`src/rtl/bcd_scan_counter.sv`:
```
// bcd_scan_counter: 4-digit BCD up/down counter feeding a time-multiplexed 7-segment digit scanner.
// Define LZ_BLANK_EN to enable leading-zero blanking on the num output.
module bcd_scan_counter #(
    parameter int TICK_DIV = 50_000_000,
    parameter int SCAN_DIV = 50_000
) (
    input  logic        clk,
    input  logic        rst_n,
    input  logic        en,
    input  logic        clr,
    input  logic        up_dn,
    input  logic        load,
    input  logic [15:0] load_val,
    output logic [15:0] bcd,
    output logic        carry,
    output logic [3:0]  num,
    output logic [3:0]  an
);

    localparam int TW = $clog2(TICK_DIV);
    localparam int SW = $clog2(SCAN_DIV);
    localparam logic [TW-1:0] TICK_LAST = TW'(TICK_DIV - 1);
    localparam logic [SW-1:0] SCAN_LAST = SW'(SCAN_DIV - 1);

    logic [TW-1:0] tick_cnt;
    logic [SW-1:0] scan_cnt;
    logic [1:0]    idx;
    logic          tick;
    logic          scan_adv;
    logic [15:0]   step_val;
    logic          step_wrap;
    logic          ripple;
    logic [15:0]   load_sat;
    logic [3:0]    sel_digit;
    logic          blank;
    logic [3:0]    digit_out;

    assign tick     = (tick_cnt == TICK_LAST);
    assign scan_adv = (scan_cnt == SCAN_LAST);

    // Per-digit ripple: a digit only moves while every lower digit wrapped (9->0 up, 0->9 down).
    always_comb begin
        step_val = bcd;
        ripple   = 1'b1;
        for (int i = 0; i < 4; i++) begin
            if (ripple) begin
                if (up_dn) begin
                    if (bcd[4*i +: 4] == 4'd9) begin
                        step_val[4*i +: 4] = 4'd0;
                    end else begin
                        step_val[4*i +: 4] = bcd[4*i +: 4] + 4'd1;
                        ripple = 1'b0;
                    end
                end else begin
                    if (bcd[4*i +: 4] == 4'd0) begin
                        step_val[4*i +: 4] = 4'd9;
                    end else begin
                        step_val[4*i +: 4] = bcd[4*i +: 4] - 4'd1;
                        ripple = 1'b0;
                    end
                end
            end
        end
        step_wrap = ripple;
    end

    always_comb begin
        load_sat = load_val;
        for (int i = 0; i < 4; i++) begin
            if (load_val[4*i +: 4] > 4'd9) begin
                load_sat[4*i +: 4] = 4'd9;
            end
        end
    end

    assign sel_digit = bcd[{idx, 2'b00} +: 4];

`ifdef LZ_BLANK_EN
    // A digit is blank when it and everything above it is zero; digit 0 always shows.
    always_comb begin
        blank = 1'b0;
        case (idx)
            2'd1:    blank = (bcd[15:4] == 12'd0);
            2'd2:    blank = (bcd[15:8] == 8'd0);
            2'd3:    blank = (bcd[15:12] == 4'd0);
            default: blank = 1'b0;
        endcase
    end
`else
    assign blank = 1'b0;
`endif

    assign digit_out = blank ? 4'hF : sel_digit;

    always_ff @(posedge clk) begin
        if (!rst_n) begin
            bcd      <= 16'h0000;
            carry    <= 1'b0;
            tick_cnt <= '0;
        end else begin
            carry <= 1'b0;
            if (clr) begin
                bcd      <= 16'h0000;
                tick_cnt <= '0;
            end else begin
                tick_cnt <= tick ? '0 : tick_cnt + TW'(1);
                if (load) begin
                    bcd <= load_sat;
                end else if (tick && en) begin
                    bcd   <= step_val;
                    carry <= step_wrap;
                end
            end
        end
    end

    // an and num come from the same idx/bcd snapshot so digit changes never overlap.
    always_ff @(posedge clk) begin
        if (!rst_n) begin
            scan_cnt <= '0;
            idx      <= 2'd0;
            an       <= 4'b1110;
            num      <= 4'h0;
        end else begin
            scan_cnt <= scan_adv ? '0 : scan_cnt + SW'(1);
            if (scan_adv) begin
                idx <= idx + 2'd1;
            end
            an  <= ~(4'b0001 << idx);
            num <= digit_out;
        end
    end

endmodule

```
`config.mk`:
```
export PLATFORM = sky130hd
export DESIGN_NAME = bcd_scan_counter
export DESIGN_NICKNAME = d
export VERILOG_FILES = /design/src/rtl/bcd_scan_counter.sv
export SDC_FILE = /design/constraint.sdc
export NUM_CORES = 1
export LEC_CHECK = 0
export ABC_AREA = 1
export ABC_CLOCK_PERIOD_IN_PS = 3700
export BUFFER_PORTS_ARGS = -buffer_cell sky130_fd_sc_hd__buf_2
export CORE_UTILIZATION = 55
export CTS_CLUSTER_DIAMETER = 150
export DETAILED_ROUTE_END_ITERATION = 12
export HOLD_SLACK_MARGIN = 0.06
export PLACE_DENSITY = 0.76
export SLEW_MARGIN = 20
export SYNTH_ARGS = -nofsm -noshare
export SYNTH_HDL_FRONTEND = slang
export SYNTH_SLANG_ARGS = --single-unit
export TNS_END_PERCENT = 50
```
`constraint.sdc`:
```
create_clock -name clk -period 3.7 [get_ports clk]
set_clock_uncertainty 0.05 [all_clocks]
set_input_delay 0 -clock clk [delete_from_list [all_inputs] [get_ports clk]]
set_output_delay 0 -clock clk [all_outputs]
set_load 0.005 [all_outputs]
```
After elaboration in Yosys (flattened, before gate mapping)
Index checks and enable logic that the tools add are counted.
- bits in registers: 69
- latch bits: 0
- bits in writable memories: 0
- memory bits (read-only): 0
- input bits: 22
- output and inout bits: 25
- logic and storage cells: 88
- memories kept: 0
- add/sub/neg operators: 11
- multiply operators: 0
- div/mod/pow operators: 0
- order comparisons: 4
- equality and inequality tests: 6
- shift operators: 2
- mux-type cells: 35
- bitwise operators: 4
- reduce and logical (&&, ||, !) cells: 16
- operator list (operator ; count):
    2-to-1 mux 4 bit ; 19
    2-to-1 mux 16 bit ; 2
    adder 26 x 1 -> 26 bit (second input constant) ; 1
    equality test 26 bit (second input constant) ; 1
    adder 16 x 1 -> 16 bit (second input constant) ; 1
    adder 4 x 1 -> 4 bit (second input constant) ; 4
    equality test 16 bit (second input constant) ; 1
    equality test 4 bit (second input constant) ; 4
    > comparator 4 bit (second input constant) ; 4
    zero test 4 bit ; 4
    indexed part select 16 x 5 -> 4 bit ; 1
    subtractor 4 x 1 -> 4 bit (second input constant) ; 4
    2-to-1 mux 1 bit ; 14
    nonzero test 2 bit ; 4
    AND reduction 2 bit ; 3
    OR reduction 5 bit ; 1
    NOT 4 bit ; 1
    OR reduction 2 bit ; 2
    left shift 1 x 2 -> 4 bit (first input constant) ; 1
    NOT 1 bit ; 3
    OR reduction 3 bit ; 1
    adder 2 x 1 -> 2 bit (second input constant) ; 1
    logical AND 1 bit ; 1

Longest topological paths before layout
- word-level depth: 8
- mapped depth: 13
- mapped depth without buffers: 12

Least setup slack after synthesis
No wires, ideal clock.
- path kind: register -> register
- start: register tick_cnt[0]
- end: register bcd[15]
- library setup time: 0.113 ns
- arrival: 1.344 ns
- data required time: 3.537 ns
- path slack: 2.194 ns
- cell stages (with the launch flop): 12
- path buffers: 1
- clock period less this slack: 1.506 ns
- path through: dfxtp_1 > ha_1 > nand2_1 > inv_2 > nand3b_4 > nor2_2 > nand3_2 > nand2_4 > buf_12 > nand2_2 > nor2_1 > nor2_1
- word-level cells in the longest chain between the ends: 4
- ends and longest elaborated chain (item ; RTL line ; source):
    start, declared ; 25 ; logic [TW-1:0] tick_cnt;
    start signal, assigned ; 106 ; tick_cnt <= tick ? '0 : tick_cnt + TW'(1);
    equality test 26 bit ; 38 ; assign tick = (tick_cnt == TICK_LAST);
    logical AND 1 bit ; 109 ; end else if (tick && en) begin
    nonzero test 2 bit (no line) ; -- ;
    AND reduction 2 bit (no line) ; -- ;
    end signal, assigned ; 108 ; bcd <= load_sat;
    end signal, assigned ; 110 ; bcd <= step_val;
    end, declared ; 14 ; output logic [15:0] bcd,
No other way between the ends.
A chain may end at the register's enable or synchronous reset.

Worst setup path in the final report
- start: register bcd[4]
- end: register bcd[14]
- word-level cells in the longest chain between the ends: 7
- elaborated cells on any way between the ends: 9
- those cells by class: 1 x eq/ne; 5 x mux; 3 x reduce/logical
- ends and longest elaborated chain (item ; RTL line ; source):
    equality test 4 bit or zero test 4 bit (tied branches) ; 48, 55 ;
    2-to-1 mux 1 bit (on tied branches) ; 48, 55 ;
    2-to-1 mux 1 bit (*) ; 47 ; if (up_dn) begin
    2-to-1 mux 1 bit (*) (2 in a row) ; 46 ; if (ripple) begin
    nonzero test 2 bit (no line) (*) ; -- ;
    AND reduction 2 bit (no line) (*) ; -- ;
Mark *: on every way between the ends. The rest lies on a longest branch, timed or not.

==> impl_metrics.csv <==
group,metric,value,unit
sta,max_freq,457.6,MHz
clock_tree,cts_max_level,3,
finish,nFillCells,690,
synthesis,syn_area,0.004164,sq mm
synthesis,synthTopCellsByArea,"dfxtp_1, nand2_1, nor2_1",
synthesis,synth-edff-count,0,
clock_tree,cts_root_buffer,"clkbuf_8",
clock_tree,cts.sinks,69,
critical_path,rrSetupSlack,1.51,ns
floorplanning,die_area,0.007923,sq mm
synthesis,ys_ff_latch,69,
clock_tree,clk_latency,0.34,ns
global_routing,antenna_found_initial,0,
placed_design,place_ws,1.875,ns
synthesis,yosys.area.top_type_share,33.17,%
critical_path,required,3.89,ns
sta,worst_slew_pin_slew,0.7784,ns
synthesis,yosys_warnings,0,
synthesis,async_flop_share,0,%
finish,nets,748,
power_and_ir_drop,internal_power,0.001130,W
synthesis,seq_area_frac_synth,33.17,%
min_path,min_to,"carry",
finish,multiInputGateArea,0.002377,sq mm
floorplanning,die_x,89.01,um
placed_design,place_congestion,0.9296,
power_and_ir_drop,switchingPower,0.0004149,W
critical_path,cp_max_fo,9,
finish,regArea,0.001381,sq mm
routing,wirelength,10.00,mm
global_routing,grt-ovfl-total,0,
synthesis,syn_nets,689,
critical_path,crit_path_top_delay_cell,"dfxtp_1",
critical_path,crit_chain,"inv_1 > nor2_1 > nand2_1 > nand2_1 > nand2_1 > inv_1 > nand3_2 > nand2_2 > nand3_1 > nand2_1 > dlygate4sd3_1 > nor2_1",
floorplanning,io_pins,47,
synthesis,avgSynthCellArea,6.300,sq um
clock_tree,clkTransAtPathRegs,0.07,ns
critical_path,worst_setup_path_start_kind,"register",
floorplanning,die_h,89.01,um
routing,wire_per_inst,12.14,um
synthesis,synthFlopType,"dfxtp_1",
synthesis,yosys.area.top_type,"dfxtp_1",
power_and_ir_drop,pwr_density_cell,324.1,mW/mm^2
power_and_ir_drop,switching_share,26.86,%
global_routing,global_route.usage.total,26.23,%
critical_path,critPathMostFrequentCell,"nand2_1",
critical_path,r2r_start,"bcd[4]",
sta,period_needed,2.185,ns
sta,setup_viol,0,
synthesis,postSynthCellCount,661,
critical_path,arrival,2.37,ns
min_path,worstHoldPathCells,3,
min_path,min-delay-start,"up_dn",
routing,drt-vias-per-instance,5.232,
power_and_ir_drop,clockPowerShare,38.6,%
synthesis,synth_commonest_cells,"nand2_1, nor2_1, inv_1",
routing,drt_iter0_markers,280,
sta,rsz0062_at_grt,"no",
power_and_ir_drop,p_leak,2.050,nW
power_and_ir_drop,power_frac_seq,50.0,%
critical_path,end_kind,"register",
clock_tree,clk_path_buf_depth,2,
placed_design,place_area,0.004405,sq mm
critical_path,cpPeakStageDelay,0.54,ns
routing,antenna_left,0,
critical_path,crit_start,"bcd[4]",
synthesis,synth_most_common_cell,"nand2_1",
finish,drive_gt1_share,13.10,%
power_and_ir_drop,combPwrFrac,11.4,%
floorplanning,core_region_area,0.007292,sq mm
floorplanning,start_util,57.10,%
synthesis,synth_cell_types,35,
power_and_ir_drop,peakVddDrop,0.2778,mV
clock_tree,tritoncts,"yes",
routing,drc,0,
floorplanning,rows,31,
placed_design,dp_hpwl,7.147,mm
global_routing,grt_pass1_vias,3787,
sta,hold_viol,0,
finish,area_growth,14.45,%
sta,min_period_over_period,59.06,%
clock_tree,post_cts_resized,0,
global_routing,grt_start_max_net_pins,26,
global_routing,grt_pass1_wl,16.30,mm
critical_path,r2r_end,"bcd[14]",
min_path,hp-class,"input port to register",
finish,antenna_cells,0,
sta,tns,0,ns
sta,fin_ws,1.515,ns
finish,final_area,0.004766,sq mm
outcome,status,"completed",
flow_run,drv_cap,0,
sta,drv_slew,0,
critical_path,r2r.worst_path.cells,12,
critical_path,path_class,"register to register",
routing,firstDrtPassIters,5,
routing,vias,4311,
placed_design,port_buffers,46,
sta,maxSlewHeadroom,48.05,%
clock_tree,cts_buffers,9,
[cell usage in the layout, fill, tap and decap left out, types with 3 or more instances in the layout]
cell type and count:
a31oi_1 3, nand2_2 9, inv_1 71, nor2_2 8, nor3b_1 5, dlygate4sd3_1 17
nand2_1 178, a211oi_1 4, clkbuf_8 9, dfxtp_1 69, nor3_1 16, inv_2 5
nand3_1 44, o21ai_0 29, xor2_1 8, clkinv_2 4, nand4_1 15, nor2_4 4
ha_1 6, nor2_1 100, buf_2 46, a21oi_1 51, or2_0 5
[state kept, by name, indices dropped and copies added, names as in the netlist]
signal / count
tick_cnt: 26
bcd: 16
scan_cnt: 16
an: 4
num: 4
idx: 2
carry: 1
[metal layers]
metal  routed length (um)  GRT usage [%]
met2                 4603          43.15
met1                 4701          34.42
met3                  565          6.371
met4                  131          7.215
met5                    0              0
[worst max-delay path: cells and delay by family, from the launching register on]
family / cells / cell delay [ns]
and+or+nand+nor: 9 / 0.76
DFF: 1 / 0.54
buffers and inverters: 3 / 0.73
[worst max path at each step]
stage | cells after the start | end | slack [ns]
5_1_grt | 11 | bcd[14] | 1.34
3_5_place_dp | 8 | tick_cnt[18] | 1.88
4_1_cts | 11 | bcd[14] | 1.52
6_report | 12 | bcd[14] | 1.51
3_3_place_gp | 8 | tick_cnt[18] | 1.97
2_1_floorplan | 11 | bcd[15] | 2.19
[power groups by stage]
stage | clock (W) | combinational, W | sequential, W
global placement | 0 | 0.000154 | 0.000789
CTS | 0.000608 | 0.000173 | 0.000772
finish | 0.000597 | 0.000175 | 0.000773
global route | 0.000640 | 0.000198 | 0.000774
detailed placement | 0 | 0.000158 | 0.000789
floorplan | 0 | 0.000122 | 0.000783
[through the flow]
stage,util [%],cells,power [W],hold slack [ns]
floorplan,-,661,0.0009047,0.01194
global placement,60.42,791,0.0009424,0.1885
detailed placement,60.42,791,0.0009471,0.1969
CTS,65.36,824,0.001553,0.07417
global route,65.36,824,0.001612,0.1321
finish,65.36,824,0.001545,0.09084
[repair_timing]
action	CTS	global route
hold buffers	17	0
endpoints found under the hold margin	29	0
setup buffers	0	0
[final cells by class]
| cell class | instances | share of cell area (%) |
|---|---|---|
| Tap cell | 99 | 2.599 |
| Sequential cell | 69 | 28.98 |
| Timing Repair Buffer | 63 | 8.401 |
| Clock buffer | 9 | 2.599 |
| Inverter | 78 | 6.143 |
| Multi-Input combinational cell | 499 | 49.88 |
| Clock inverter | 7 | 1.391 |
[cell families (layout without fill, tap and decap cells)]
family | after synthesis | count (layout) | share of synthesized area, %
xor gates and xnor gates | 10 | 10 | 2.104
and+or+nand+nor | 395 | 395 | 42.25
DFF | 69 | 69 | 33.17
AOI/OAI and AO/OA | 88 | 88 | 10.94
buffers and inverters | 93 | 157 | 9.736
adders and majority gates | 6 | 6 | 1.803
Power figures use the tool's default switching activity.
